`config.mk`:
```
export PLATFORM = sky130hd
export DESIGN_NAME = pipe_hazard_ctrl
export DESIGN_NICKNAME = d
export VERILOG_FILES = /design/src/rtl/pipe_hazard_ctrl.sv
export SDC_FILE = /design/constraint.sdc
export NUM_CORES = 1
export LEC_CHECK = 0
export BUFFER_PORTS_ARGS = -buffer_cell sky130_fd_sc_hd__buf_4
export CORE_UTILIZATION = 50
export CTS_CLUSTER_DIAMETER = 100
export CTS_CLUSTER_SIZE = 8
export DETAILED_ROUTE_END_ITERATION = 12
export GPL_TIMING_DRIVEN = 0
export PLACE_DENSITY = 0.79
export REMOVE_ABC_BUFFERS = 1
export SKIP_LAST_GASP = 1
export SLEW_MARGIN = 15
export SYNTH_ARGS = -nofsm -noshare
export SYNTH_HDL_FRONTEND = slang
export SYNTH_SLANG_ARGS = --single-unit
export TNS_END_PERCENT = 50
```
`constraint.sdc`:
```
create_clock -name clk -period 5.3 [get_ports clk]
set_input_delay 1.59 -clock clk [delete_from_list [all_inputs] [get_ports clk]]
set_output_delay 1.59 -clock clk [all_outputs]
set_load 0.05 [all_outputs]
```
`src/rtl/pipe_hazard_ctrl.sv`:
```
// Hazard and flow-control unit for the 5-stage RV32I pipeline: branch bubbles/redirects,
// load-use interlock, data-memory wait with sticky timeout, and saturating perf counters.
module pipe_hazard_ctrl #(
  parameter int BRANCH_MODE      = 1,
  parameter int REDIRECT_BUBBLES = 2,
  parameter int MEM_TIMEOUT      = 255,
  parameter int CNT_W            = 16
) (
  input  logic             clk,
  input  logic             rst,
  input  logic [6:0]       opcode_fetch,
  input  logic [6:0]       opcode_dec,
  input  logic [6:0]       opcode_ex,
  input  logic [4:0]       rs1_dec,
  input  logic [4:0]       rs2_dec,
  input  logic [4:0]       rd_ex,
  input  logic             branch_taken,
  input  logic             mem_req,
  input  logic             mem_ready,
  output logic             stall_fetch,
  output logic             stall_dec,
  output logic             stall_ex,
  output logic             stall_mem,
  output logic             nop_output_fetch,
  output logic             nop_output_dec,
  output logic [1:0]       fetch_sel,
  output logic             mem_error,
  output logic [CNT_W-1:0] stall_cycles,
  output logic [CNT_W-1:0] flush_cycles,
  output logic [1:0]       dbg_state
);
  localparam logic [1:0] FETCH_SEL_PC     = 2'd0;
  localparam logic [1:0] FETCH_SEL_BRANCH = 2'd1;
  localparam logic [1:0] FETCH_SEL_NOP    = 2'd2;
  localparam logic [6:0] OP_LOAD          = 7'b0000011;

  localparam int                WAIT_W   = $clog2(MEM_TIMEOUT + 1);
  localparam logic [WAIT_W-1:0] WAIT_MAX = WAIT_W'(MEM_TIMEOUT);
  localparam logic [2:0]        BUB_INIT = 3'(REDIRECT_BUBBLES - 1);

  typedef enum logic [1:0] {
    S_RUN      = 2'd0,
    S_MEM_WAIT = 2'd1,
    S_REDIRECT = 2'd2
  } state_t;

  state_t            r_state;
  logic [WAIT_W-1:0] r_wait_cnt;
  logic [2:0]        r_bub_cnt;
  logic              r_mem_error;
  logic [CNT_W-1:0]  r_stall_cnt;
  logic [CNT_W-1:0]  r_flush_cnt;

  logic       w_mem_stall;
  logic       w_load_use;
  logic       w_ctl_bubble;
  logic       w_stall_f, w_stall_d, w_stall_x, w_stall_m;
  logic       w_nop_f, w_nop_d;
  logic [1:0] w_sel;

  function automatic logic is_ctl(input logic [6:0] op);
    return (op == 7'b1100011) || (op == 7'b1101111) || (op == 7'b1100111);
  endfunction

  // mem_req is a request held until mem_ready completes it; ready in the same cycle costs nothing.
  assign w_mem_stall  = mem_req && !mem_ready;
  assign w_load_use   = (opcode_ex == OP_LOAD) && (rd_ex != 5'd0) &&
                        ((rd_ex == rs1_dec) || (rd_ex == rs2_dec));
  assign w_ctl_bubble = (BRANCH_MODE == 0) && (is_ctl(opcode_fetch) || is_ctl(opcode_dec));

  always_comb begin
    w_stall_f = 1'b0;
    w_stall_d = 1'b0;
    w_stall_x = 1'b0;
    w_stall_m = 1'b0;
    w_nop_f   = 1'b0;
    w_nop_d   = 1'b0;
    w_sel     = FETCH_SEL_PC;
    if (!rst) begin
      case (r_state)
        S_RUN: begin
          if (w_mem_stall) begin
            {w_stall_f, w_stall_d, w_stall_x, w_stall_m} = 4'b1111;
            w_sel = FETCH_SEL_NOP;
          end else if (branch_taken) begin
            w_nop_f = 1'b1;
            w_nop_d = 1'b1;
            w_sel   = FETCH_SEL_BRANCH;
          end else if (w_load_use) begin
            w_stall_f = 1'b1;
            w_stall_d = 1'b1;
            w_nop_d   = 1'b1;
            w_sel     = FETCH_SEL_NOP;
          end else if (w_ctl_bubble) begin
            w_nop_f = 1'b1;
            w_sel   = FETCH_SEL_NOP;
          end
        end
        S_MEM_WAIT: begin
          {w_stall_f, w_stall_d, w_stall_x, w_stall_m} = 4'b1111;
          w_sel = FETCH_SEL_NOP;
        end
        S_REDIRECT: begin
          // A memory stall still has to hold MEM; the leftover bubbles are abandoned.
          if (w_mem_stall) begin
            {w_stall_f, w_stall_d, w_stall_x, w_stall_m} = 4'b1111;
            w_sel = FETCH_SEL_NOP;
          end else begin
            w_nop_f = 1'b1;
          end
        end
        default: ;
      endcase
    end
  end

  always_ff @(posedge clk) begin
    if (rst) begin
      r_state     <= S_RUN;
      r_wait_cnt  <= '0;
      r_bub_cnt   <= '0;
      r_mem_error <= 1'b0;
      r_stall_cnt <= '0;
      r_flush_cnt <= '0;
    end else begin
      if (w_stall_f && (r_stall_cnt != '1)) r_stall_cnt <= r_stall_cnt + CNT_W'(1);
      if (w_nop_f && (r_flush_cnt != '1))   r_flush_cnt <= r_flush_cnt + CNT_W'(1);
      if ((r_state != S_MEM_WAIT) && w_mem_stall) begin
        r_state    <= S_MEM_WAIT;
        r_wait_cnt <= WAIT_W'(1);
        if (WAIT_MAX == WAIT_W'(1)) r_mem_error <= 1'b1;
      end else begin
        case (r_state)
          S_RUN: begin
            if (branch_taken && (BUB_INIT != 3'd0)) begin
              r_state   <= S_REDIRECT;
              r_bub_cnt <= BUB_INIT;
            end
          end
          S_MEM_WAIT: begin
            // Waiting continues past the timeout; only the error flag reports it.
            if (mem_ready) begin
              r_state <= S_RUN;
            end else if (r_wait_cnt != WAIT_MAX) begin
              r_wait_cnt <= r_wait_cnt + WAIT_W'(1);
              if (r_wait_cnt == WAIT_MAX - WAIT_W'(1)) r_mem_error <= 1'b1;
            end
          end
          S_REDIRECT: begin
            if (r_bub_cnt <= 3'd1) r_state <= S_RUN;
            else                   r_bub_cnt <= r_bub_cnt - 3'd1;
          end
          default: r_state <= S_RUN;
        endcase
      end
    end
  end

  assign stall_fetch      = w_stall_f;
  assign stall_dec        = w_stall_d;
  assign stall_ex         = w_stall_x;
  assign stall_mem        = w_stall_m;
  assign nop_output_fetch = w_nop_f;
  assign nop_output_dec   = w_nop_d;
  assign fetch_sel        = w_sel;
  assign mem_error        = r_mem_error && !rst;
  assign stall_cycles     = rst ? '0 : r_stall_cnt;
  assign flush_cycles     = rst ? '0 : r_flush_cnt;
  assign dbg_state        = rst ? 2'b00 : r_state;
endmodule

```
==> qor.csv, run 1 <==
stage,metric,value,unit
setup_path,Worst Setup Path Type,in -> out,
placement,pre-CTS WS,0.482,ns
setup_path,CP Max Fanout,3,
synthesis,main combinational cell family by area after synthesis,simple AND/OR/NAND/NOR gates,
synthesis,post-synthesis mux area share,5.08,%
drt,met3 WL,328,um
finish,Final nets,432,
drt,Vias/cell,5.38,
drt,initial DRC count,106,
clock_network,CTS tree,yes,
clock_network,Post-CTS Hold Buffers,0,
setup_path,CP required,3.71,ns
clock_network,CTS buffer count,5,
sta,Fin Setup TNS,0,ns
floorplanning,FP Rows,25,
finish,design area,3230,um2
finish,"Core Util, Final",66.2,%
drt,DRC violation count after routing,0,
drt,drt pass-1 iters,4,
sta,RSZ-0062 raised after global routing,false,
job,max-cap viol count,0,
clock_network,Bufs on Longest Clock Path,2,
power,leakage power,0.00131,uW
setup_path,WP data arrival,3.20,ns
synthesis,Post-Syn Instances,323,
setup_path,Worst path max stage delay,0.38,ns
sta,final setup vio count,0,
sta,final hold vios,0,
global_routing,first-pass GRT wire length,8.94,mm
sta,final count of pins violating max slew,0,
run_status,run status,completed,
clock_network,"Clk Latency, worst-skew pair",0.30,ns
synthesis,Mapped Area,2610,um2
synthesis,Adder-Cell Fraction of Synth Area,2.87,%
drt,Wirelength per Cell,12.3,um
synthesis,sequential area share after synthesis,35.2,%
synthesis,Synth Area per Inst,8.09,um2
sta,Worst slew margin,44.7,%
global_routing,pin count of the biggest net entering global routing,71,
setup_path,crit-path cells,"buf_4, nor4_1, nand2_1, nor4_2, nand2_1, o21ai_0, buf_4",
synthesis,"Primary FF master, synth",dfxtp_1,
global_routing,grt total ovfl,0,
setup_path,CP Launch Type,input port,
synthesis,YS warnings,0,
power,VDD IR-drop max,0.182,mV
placement,Placer Congestion,0.804,
global_routing,gr usage total,21.0,%
min_path,worst hold path class,reg -> reg,
placement,DP HPWL,4.08,mm
synthesis,ys async rst share,0,%
clock_network,CTS H-Tree Depth,2,
setup_path,Setup crit end kind,primary output,
placement,Port Buffers,69,
finish,layout cell share with drive strength beyond 1,23.6,%
floorplanning,die width,74.3,um
floorplanning,die area,5520,um2
drt,Vias,2434,
sta,Fin Clk Skew,0.00373,ns
sta,FMAX,209,MHz
clock_network,Root Driver,clkbuf_8,
clock_network,number of sinks on the clock net,46,
floorplanning,io pins,84,
floorplanning,Die Ht,74.3,um
synthesis,Post-Synth Simple-Gate Area,33.1,%
synthesis,"flops & latches, synth",46,
drt,"wirelength, routed",5.56,mm
sta,fin worst setup slack,0.512,ns
drt,uppermost routed layer,met4,
global_routing,vias in the first global route,2180,
sta,fin crit share,90.3,%
drt,met2 WL post-DR,2.72,mm
clock_network,Setup Buffers After CTS,0,
floorplanning,core area,4880,um2
placement,placed cell areas,3150,um2
sta,Hold Worst Slack,0.469,ns
synthesis,post-synth cell types,45,
finish,Syn-to-layout area delta,23.7,%
clock_network,clock slew at reported path FFs,0.08,ns
synthesis,"EDFF count, synth",0,
floorplanning,initial core utilization,53.5,%
drt,met1 WL,2.42,mm
drt,Routed Antenna Nets,0,
synthesis,Compound-Gate Fraction of Synth Area,11.2,%
sta,min Tclk post-route,4.79,ns
sta,worst-margin pin slew,0.827,ns
power,PD cells,207,nW/um2
synthesis,Synth Area in XOR/XNOR,8.05,%
global_routing,initial antenna violation count,0,
clock_network,post-CTS sizing,0,
setup_path,CP max stage cell,nor4_2,
finish,Ant. Diodes,0,
synthesized netlist by cell type, types with 2 or more instances:
library cell  instances  area [um2]
buf_1                 2        7.51
inv_1                13        48.8
o31ai_1               4        30.0
and3_1                4        25.0
o21bai_1              2        15.0
buf_2                 2        10.0
mux2i_1               2        20.0
nor2b_1              29         181
a31oi_1               3        18.8
or3_1                 3        18.8
buf_4                 3        22.5
ha_1                  6        75.1
nand3_1              14        70.1
mux2_1                2        22.5
nand2_1              26        97.6
clkbuf_1              7        26.3
or4_1                 9        67.6
xnor2_1              14         123
nand4_1              10        62.6
mux2_2                8        90.1
a211oi_1              3        22.5
dfxtp_1              46         921
nor3_1                8        40.0
and4_1                2        17.5
and2_1                2        12.5
xor2_1               10        87.6
o21ai_0              15        75.1
nor4_1                6        37.5
a21oi_1              11        55.1
nor2_1               42         158
sequential cells by signal, indices dropped and copies added (netlist names):
signal       cells
r_flush_cnt     16
r_bub_cnt        3
r_state          2
r_mem_error      1
r_stall_cnt     16
r_wait_cnt       8
final timing paths:
kind	start	end	slack (ns)	cells past startpoint
max reg2reg	r_stall_cnt[0]	r_stall_cnt[15]	2.66	7
min	r_mem_error	r_mem_error	0.47	2
max	opcode_ex[2]	stall_fetch	0.51	7
min reg2reg	r_mem_error	r_mem_error	0.47	2
area by class of cell:
class,count,area (um2)
sequential,46,921
inverter,13,48.8
fill,439,1650
multi-input combinational,250,1580
tap,67,83.8
timing repair buffer,69,518
clock buffer,7,76.3
cells by family after synthesis:
group / Yosys count
xor gates and xnor gates: 24
muxes: 12
AOI/OAI and AO/OA: 45
and+or+nand+nor: 163
DFF: 46
buffers and inverters: 27
adders and majority gates: 6
metal layers:
metal	GRT usage (%)	vias up
li1	-	1248
met1	24.3	1110
met2	37.3	69
met3	5.69	7
met4	7.55	0
met5	0	-
through the flow:
| stage | cells | total power [uW] |
|---|---|---|
| final | 452 | 668 |
| after global routing | 452 | 700 |
| after CTS | 452 | 677 |
| after detailed placement | 445 | 477 |
| after global placement | 445 | 474 |
| after floorplan | 309 | 432 |
critical path: cells and delay by family:
kind / cells / cell delay [ns]
simple gates: 4 / 0.94
buf+inv: 2 / 0.37
compound gates: 1 / 0.29
cells in the final DEF, fill, tap and decap left out, drive strengths merged, types with 11 or more instances in the layout:
| cell type | synthesis | routed |
|---|---|---|
| buf | 7 | 69 |
| dfxtp | 46 | 46 |
| nor2 | 42 | 42 |
| nor2b | 29 | 29 |
| nand2 | 26 | 26 |
| o21ai | 15 | 15 |
| xnor2 | 14 | 14 |
| nand3 | 14 | 14 |
| inv | 13 | 13 |
| a21oi | 11 | 11 |
| nand4 | 11 | 11 |
report_power, final:
part	internal [uW]	leakage, uW	switching (uW)
clock	90.8	0.0000383	109
combinational	43.9	0.000897	64.2
sequential	352	0.000372	8.49
Power figures use the tool's default switching activity.
==> inputs of run 2 (changes only) <==
- CORE_UTILIZATION: 50 -> 45
- PLACE_DENSITY: 0.79 -> 0.72
- clock period: 5.3 -> 5.2 ns (I/O delays scaled with it)
==> qor.csv, run 2 (synthesis gave the netlist of run 1 again) <==
stage,metric,value,unit
clock_network,Root Driver,clkbuf_8,
global_routing,pin count of the biggest net entering global routing,71,
sta,worst-margin pin slew,0.845,ns
floorplanning,initial core utilization,47.2,%
drt,initial DRC count,146,
clock_network,post-CTS sizing,0,
global_routing,initial antenna violation count,0,
drt,DRC violation count after routing,0,
placement,cell count after placement,450,
sta,FMAX,212,MHz
floorplanning,Die Ht,78.2,um
global_routing,M3 GR Usage,4.19,%
clock_network,Bufs on Longest Clock Path,2,
sta,Worst slew margin,43.5,%
global_routing,GR peak layer,met2,
clock_network,"Clk Latency, worst-skew pair",0.29,ns
power,VDD IR-drop max,0.127,mV
finish,most frequent cells in the layout,"buf_4, dfxtp_1, nor2_1, nor2b_1, nand2_1",
drt,Vias/cell,5.20,
clock_network,CTS H-Tree Depth,2,
sta,final setup vio count,0,
clock_network,clock slew at reported path FFs,0.08,ns
sta,fin crit share,90.8,%
floorplanning,die width,78.2,um
global_routing,grt met2 use,33.6,%
sta,RSZ-0062 raised after global routing,false,
setup_path,CP Launch Type,input port,
setup_path,CP Max Fanout,3,
drt,drt pass-1 iters,4,
clock_network,CTS tree,yes,
setup_path,Worst Setup Path Type,in -> out,
sta,fin worst setup slack,0.480,ns
power,P_sw,190,uW
finish,Ant. Diodes,0,
finish,Final nets,432,
placement,placed cell areas,3160,um2
finish,biggest regs,"r_flush_cnt x16, r_stall_cnt x16, r_wait_cnt x8",
power,Sw Ratio,26.1,%
placement,DP HPWL,4.09,mm
setup_path,CP required,3.64,ns
setup_path,Setup crit end kind,primary output,
floorplanning,die area,6110,um2
floorplanning,FP Rows,27,
drt,"wirelength, routed",5.63,mm
drt,Routed Antenna Nets,0,
global_routing,met1 usage,23.5,%
floorplanning,io pins,84,
clock_network,CTS buffer count,5,
power,PD cells,223,nW/um2
power,Comb power frac,15.0,%
sta,final hold vios,0,
sta,final count of pins violating max slew,0,
clock_network,Post-CTS Hold Buffers,0,
sta,min Tclk post-route,4.72,ns
global_routing,first-pass GRT wire length,9.53,mm
finish,Syn-to-layout area delta,25.2,%
power,internal cell power,538,uW
job,max-cap viol count,0,
setup_path,WP data arrival,3.16,ns
sta,Fin Clk Skew,0.00619,ns
drt,Vias,2383,
placement,Port Buffers,69,
placement,Placer Congestion,0.782,
drt,Wirelength per Cell,12.3,um
clock_network,number of sinks on the clock net,46,
global_routing,grt total ovfl,0,
finish,"commonest non-fill, non-tap cell in the layout",buf_4,
finish,final non-filler cell total,458,
global_routing,gr usage total,19.1,%
setup_path,R2R setup slack,2.58,ns
power,total power,728,uW
finish,design area,3270,um2
run_status,run status,completed,
power,leakage power,0.00133,uW
global_routing,vias in the first global route,2234,
min_path,worst hold path class,reg -> reg,
placement,pre-CTS WS,0.459,ns
power,Clk network pwr share,34.4,%
power,sequential share of power,50.5,%
finish,layout cell share with drive strength beyond 1,24.4,%
floorplanning,core area,5540,um2
clock_network,Setup Buffers After CTS,0,
==> run 2: metal layers <==
metal | wire length (um) | vias to the layer above
li1 | - | 1249
met1 | 2590 | 1079
met2 | 2750 | 51
met3 | 275 | 4
met4 | 25 | 0
met5 | 0 | -
==> run 2: worst max-delay path, cell delays in order <==
cell and delay, ns:
buf_4 0.11, nor4_1 0.28, nand2_1 0.10, nor4_2 0.41
nand2_1 0.15, o21ai_0 0.29, buf_4 0.26
==> run 2: power groups by stage <==
| stage | sequential (uW) | combinational (uW) | clock [uW] |
|---|---|---|---|
| final | 368 | 110 | 251 |
| after global routing | 369 | 120 | 272 |
| after CTS | 368 | 110 | 257 |
| after detailed placement | 376 | 110 | 0 |
| after global placement | 376 | 107 | 0 |
| after floorplan | 374 | 66.5 | 0 |
==> run 2: path summary, 6_finish.rpt <==
kind | startpoint | endpoint | cells past startpoint
setup / recovery | opcode_ex[2] | stall_fetch | 7
hold / removal | r_mem_error | r_mem_error | 2
setup reg to reg | r_stall_cnt[0] | r_stall_cnt[15] | 7
hold reg to reg | r_mem_error | r_mem_error | 2
==> run 2: per-stage QoR <==
stage               util (%)  hold WS, ns  TNS [ns]
finish                  59.0        0.478         0
global route            59.0        0.523         0
CTS                     59.0        0.475         0
detailed placement      57.0        0.455         0
global placement        56.9        0.444         0
floorplan                  -        0.429     -6.00
==> run 2: area by class of cell <==
class                      count  area, um2
timing repair buffer          69        518
fill                         518       2270
inverter                      13       48.8
clock buffer                   8        110
sequential                    46        921
multi-input combinational    250       1580
tap                           72       90.1
==> inputs of run 3 (changes only) <==
- BUFFER_PORTS_ARGS: -buffer_cell sky130_fd_sc_hd__buf_4 -> not set
- CORE_MARGIN: not set -> 2
- DONT_BUFFER_PORTS: not set -> 1
- PLACE_DENSITY: 0.72 -> not set
==> qor.csv, run 3 (synthesis gave the netlist of run 1 again) <==
stage,metric,value,unit
finish,design area,2770,um2
clock_network,number of sinks on the clock net,46,
sta,final count of pins violating max slew,0,
clock_network,CTS H-Tree Depth,2,
min_path,Hold Path Origin,r_mem_error,
global_routing,vias in the first global route,1960,
placement,Port Buffers,0,
sta,final hold vios,0,
finish,Syn-to-layout area delta,5.89,%
finish,layout cell share with drive strength beyond 1,8.78,%
global_routing,grt total ovfl,0,
power,total power,671,uW
sta,RSZ-0062 raised after global routing,false,
sta,Fin Clk Skew,0.00726,ns
clock_network,Post-CTS Hold Buffers,0,
drt,Vias,2166,
placement,Placer Congestion,0.765,
global_routing,first-pass GRT wire length,8.93,mm
setup_path,Worst Setup Path Type,in -> out,
placement,pre-CTS WS,0.217,ns
setup_path,CP required,3.64,ns
global_routing,met1 usage,22.0,%
clock_network,Root Driver,clkbuf_8,
setup_path,reg2reg path depth,7,
drt,drt pass-1 iters,4,
finish,most frequent cells in the layout,"dfxtp_1, nor2_1, nor2b_1, nand2_1",
clock_network,clock slew at reported path FFs,0.09,ns
clock_network,Bufs on Longest Clock Path,2,
sta,min Tclk post-route,4.95,ns
sta,worst-margin pin slew,1.12,ns
setup_path,Setup crit end kind,primary output,
setup_path,CP Launch Type,input port,
sta,final setup vio count,0,
min_path,WHS Endpoint,r_mem_error,
job,max-cap viol count,0,
setup_path,FF-to-FF End,r_stall_cnt[15],
floorplanning,io pins,84,
clock_network,CTS tree,yes,
power,PD cells,243,nW/um2
finish,biggest regs,"r_flush_cnt x16, r_stall_cnt x16, r_wait_cnt x8",
floorplanning,core area,5540,um2
setup_path,R2R setup slack,2.46,ns
finish,"commonest non-fill, non-tap cell in the layout",dfxtp_1,
global_routing,gr usage total,17.4,%
floorplanning,FP Rows,27,
sta,fin crit share,95.2,%
floorplanning,initial core utilization,47.2,%
sta,FMAX,202,MHz
drt,initial DRC count,113,
power,leakage power,0.000969,uW
clock_network,Setup Buffers After CTS,0,
placement,DP HPWL,3.87,mm
drt,"wirelength, routed",5.35,mm
sta,Worst slew margin,25.2,%
sta,fin worst setup slack,0.248,ns
global_routing,pin count of the biggest net entering global routing,71,
clock_network,"Clk Latency, worst-skew pair",0.30,ns
drt,Vias/cell,5.54,
sta,Fin Setup TNS,0,ns
drt,DRC violation count after routing,0,
finish,area of the multi-input gates,1600,um2
global_routing,GR peak layer,met2,
finish,Final nets,365,
min_path,hold path cells,2,
clock_network,post-CTS sizing,0,
finish,Seq. cell area,921,um2
global_routing,initial antenna violation count,0,
floorplanning,die area,6430,um2
min_path,worst hold path class,reg -> reg,
run_status,run status,completed,
setup_path,CP Max Fanout,3,
floorplanning,die width,80.2,um
setup_path,WP data arrival,3.39,ns
setup_path,Worst R2R Start,r_stall_cnt[0],
floorplanning,Die Ht,80.2,um
power,VDD IR-drop max,0.191,mV
drt,Routed Antenna Nets,0,
finish,fillers,547,
global_routing,M3 GR Usage,4.83,%
finish,Ant. Diodes,0,
global_routing,grt met2 use,28.7,%
clock_network,CTS buffer count,5,
placement,placed cell areas,2670,um2
drt,Wirelength per Cell,13.7,um
run 3: cell types whose count changed in the layout (fill, tap and decap cells not counted), sizes merged:
cell      before  now
clkbuf         8    6
clkinv         0    1
clkinvlp       0    1
buf           69    2
run 3: area by class of cell:
cell class                 count  share of cell area [%]
inverter                      13                    1.76
clock buffer                   6                    2.99
timing repair buffer           2                   0.407
multi-input combinational    250                    57.8
clock inverter                 2                   0.452
sequential                    46                    33.3
tap                           72                    3.26
run 3: metal layers:
layer,wire [um],up-vias,part of all wire [%]
li1,-,1115,-
met1,2490,1001,47
met2,2500,42,47
met3,293,8,5.5
met4,61,0,1.1
met5,0,-,0
run 3: worst max-delay path by stage:
stage                             from        endpoint  slack [ns]
after floorplan           opcode_ex[2]    fetch_sel[1]       -1.77
after global placement    opcode_ex[2]       stall_dec       -2.03
after detailed placement  opcode_ex[2]  nop_output_dec        0.22
after CTS                 opcode_ex[2]  nop_output_dec        0.22
after global routing      opcode_ex[2]  nop_output_dec        0.08
final                     opcode_ex[2]  nop_output_dec        0.25
run 3: power by group:
group / switching, uW / internal (uW)
Clock: 121 / 107
Combinational: 49.4 / 26.4
Sequential: 8.76 / 359
run 3: critical path, cell delays in order:
cell	delay, ns
nor4_1	0.27
nand2_1	0.10
nor4_2	0.40
nand2_1	0.21
o21bai_1	0.85
run 3: metrics by stage:
stage               util [%]  hold slack, ns  std cells
floorplan                  -           0.429        309
global placement        47.6           0.455        381
detailed placement      48.2           0.482        383
CTS                     49.9           0.503        391
global route            49.9           0.530        391
finish                  49.9           0.483        391
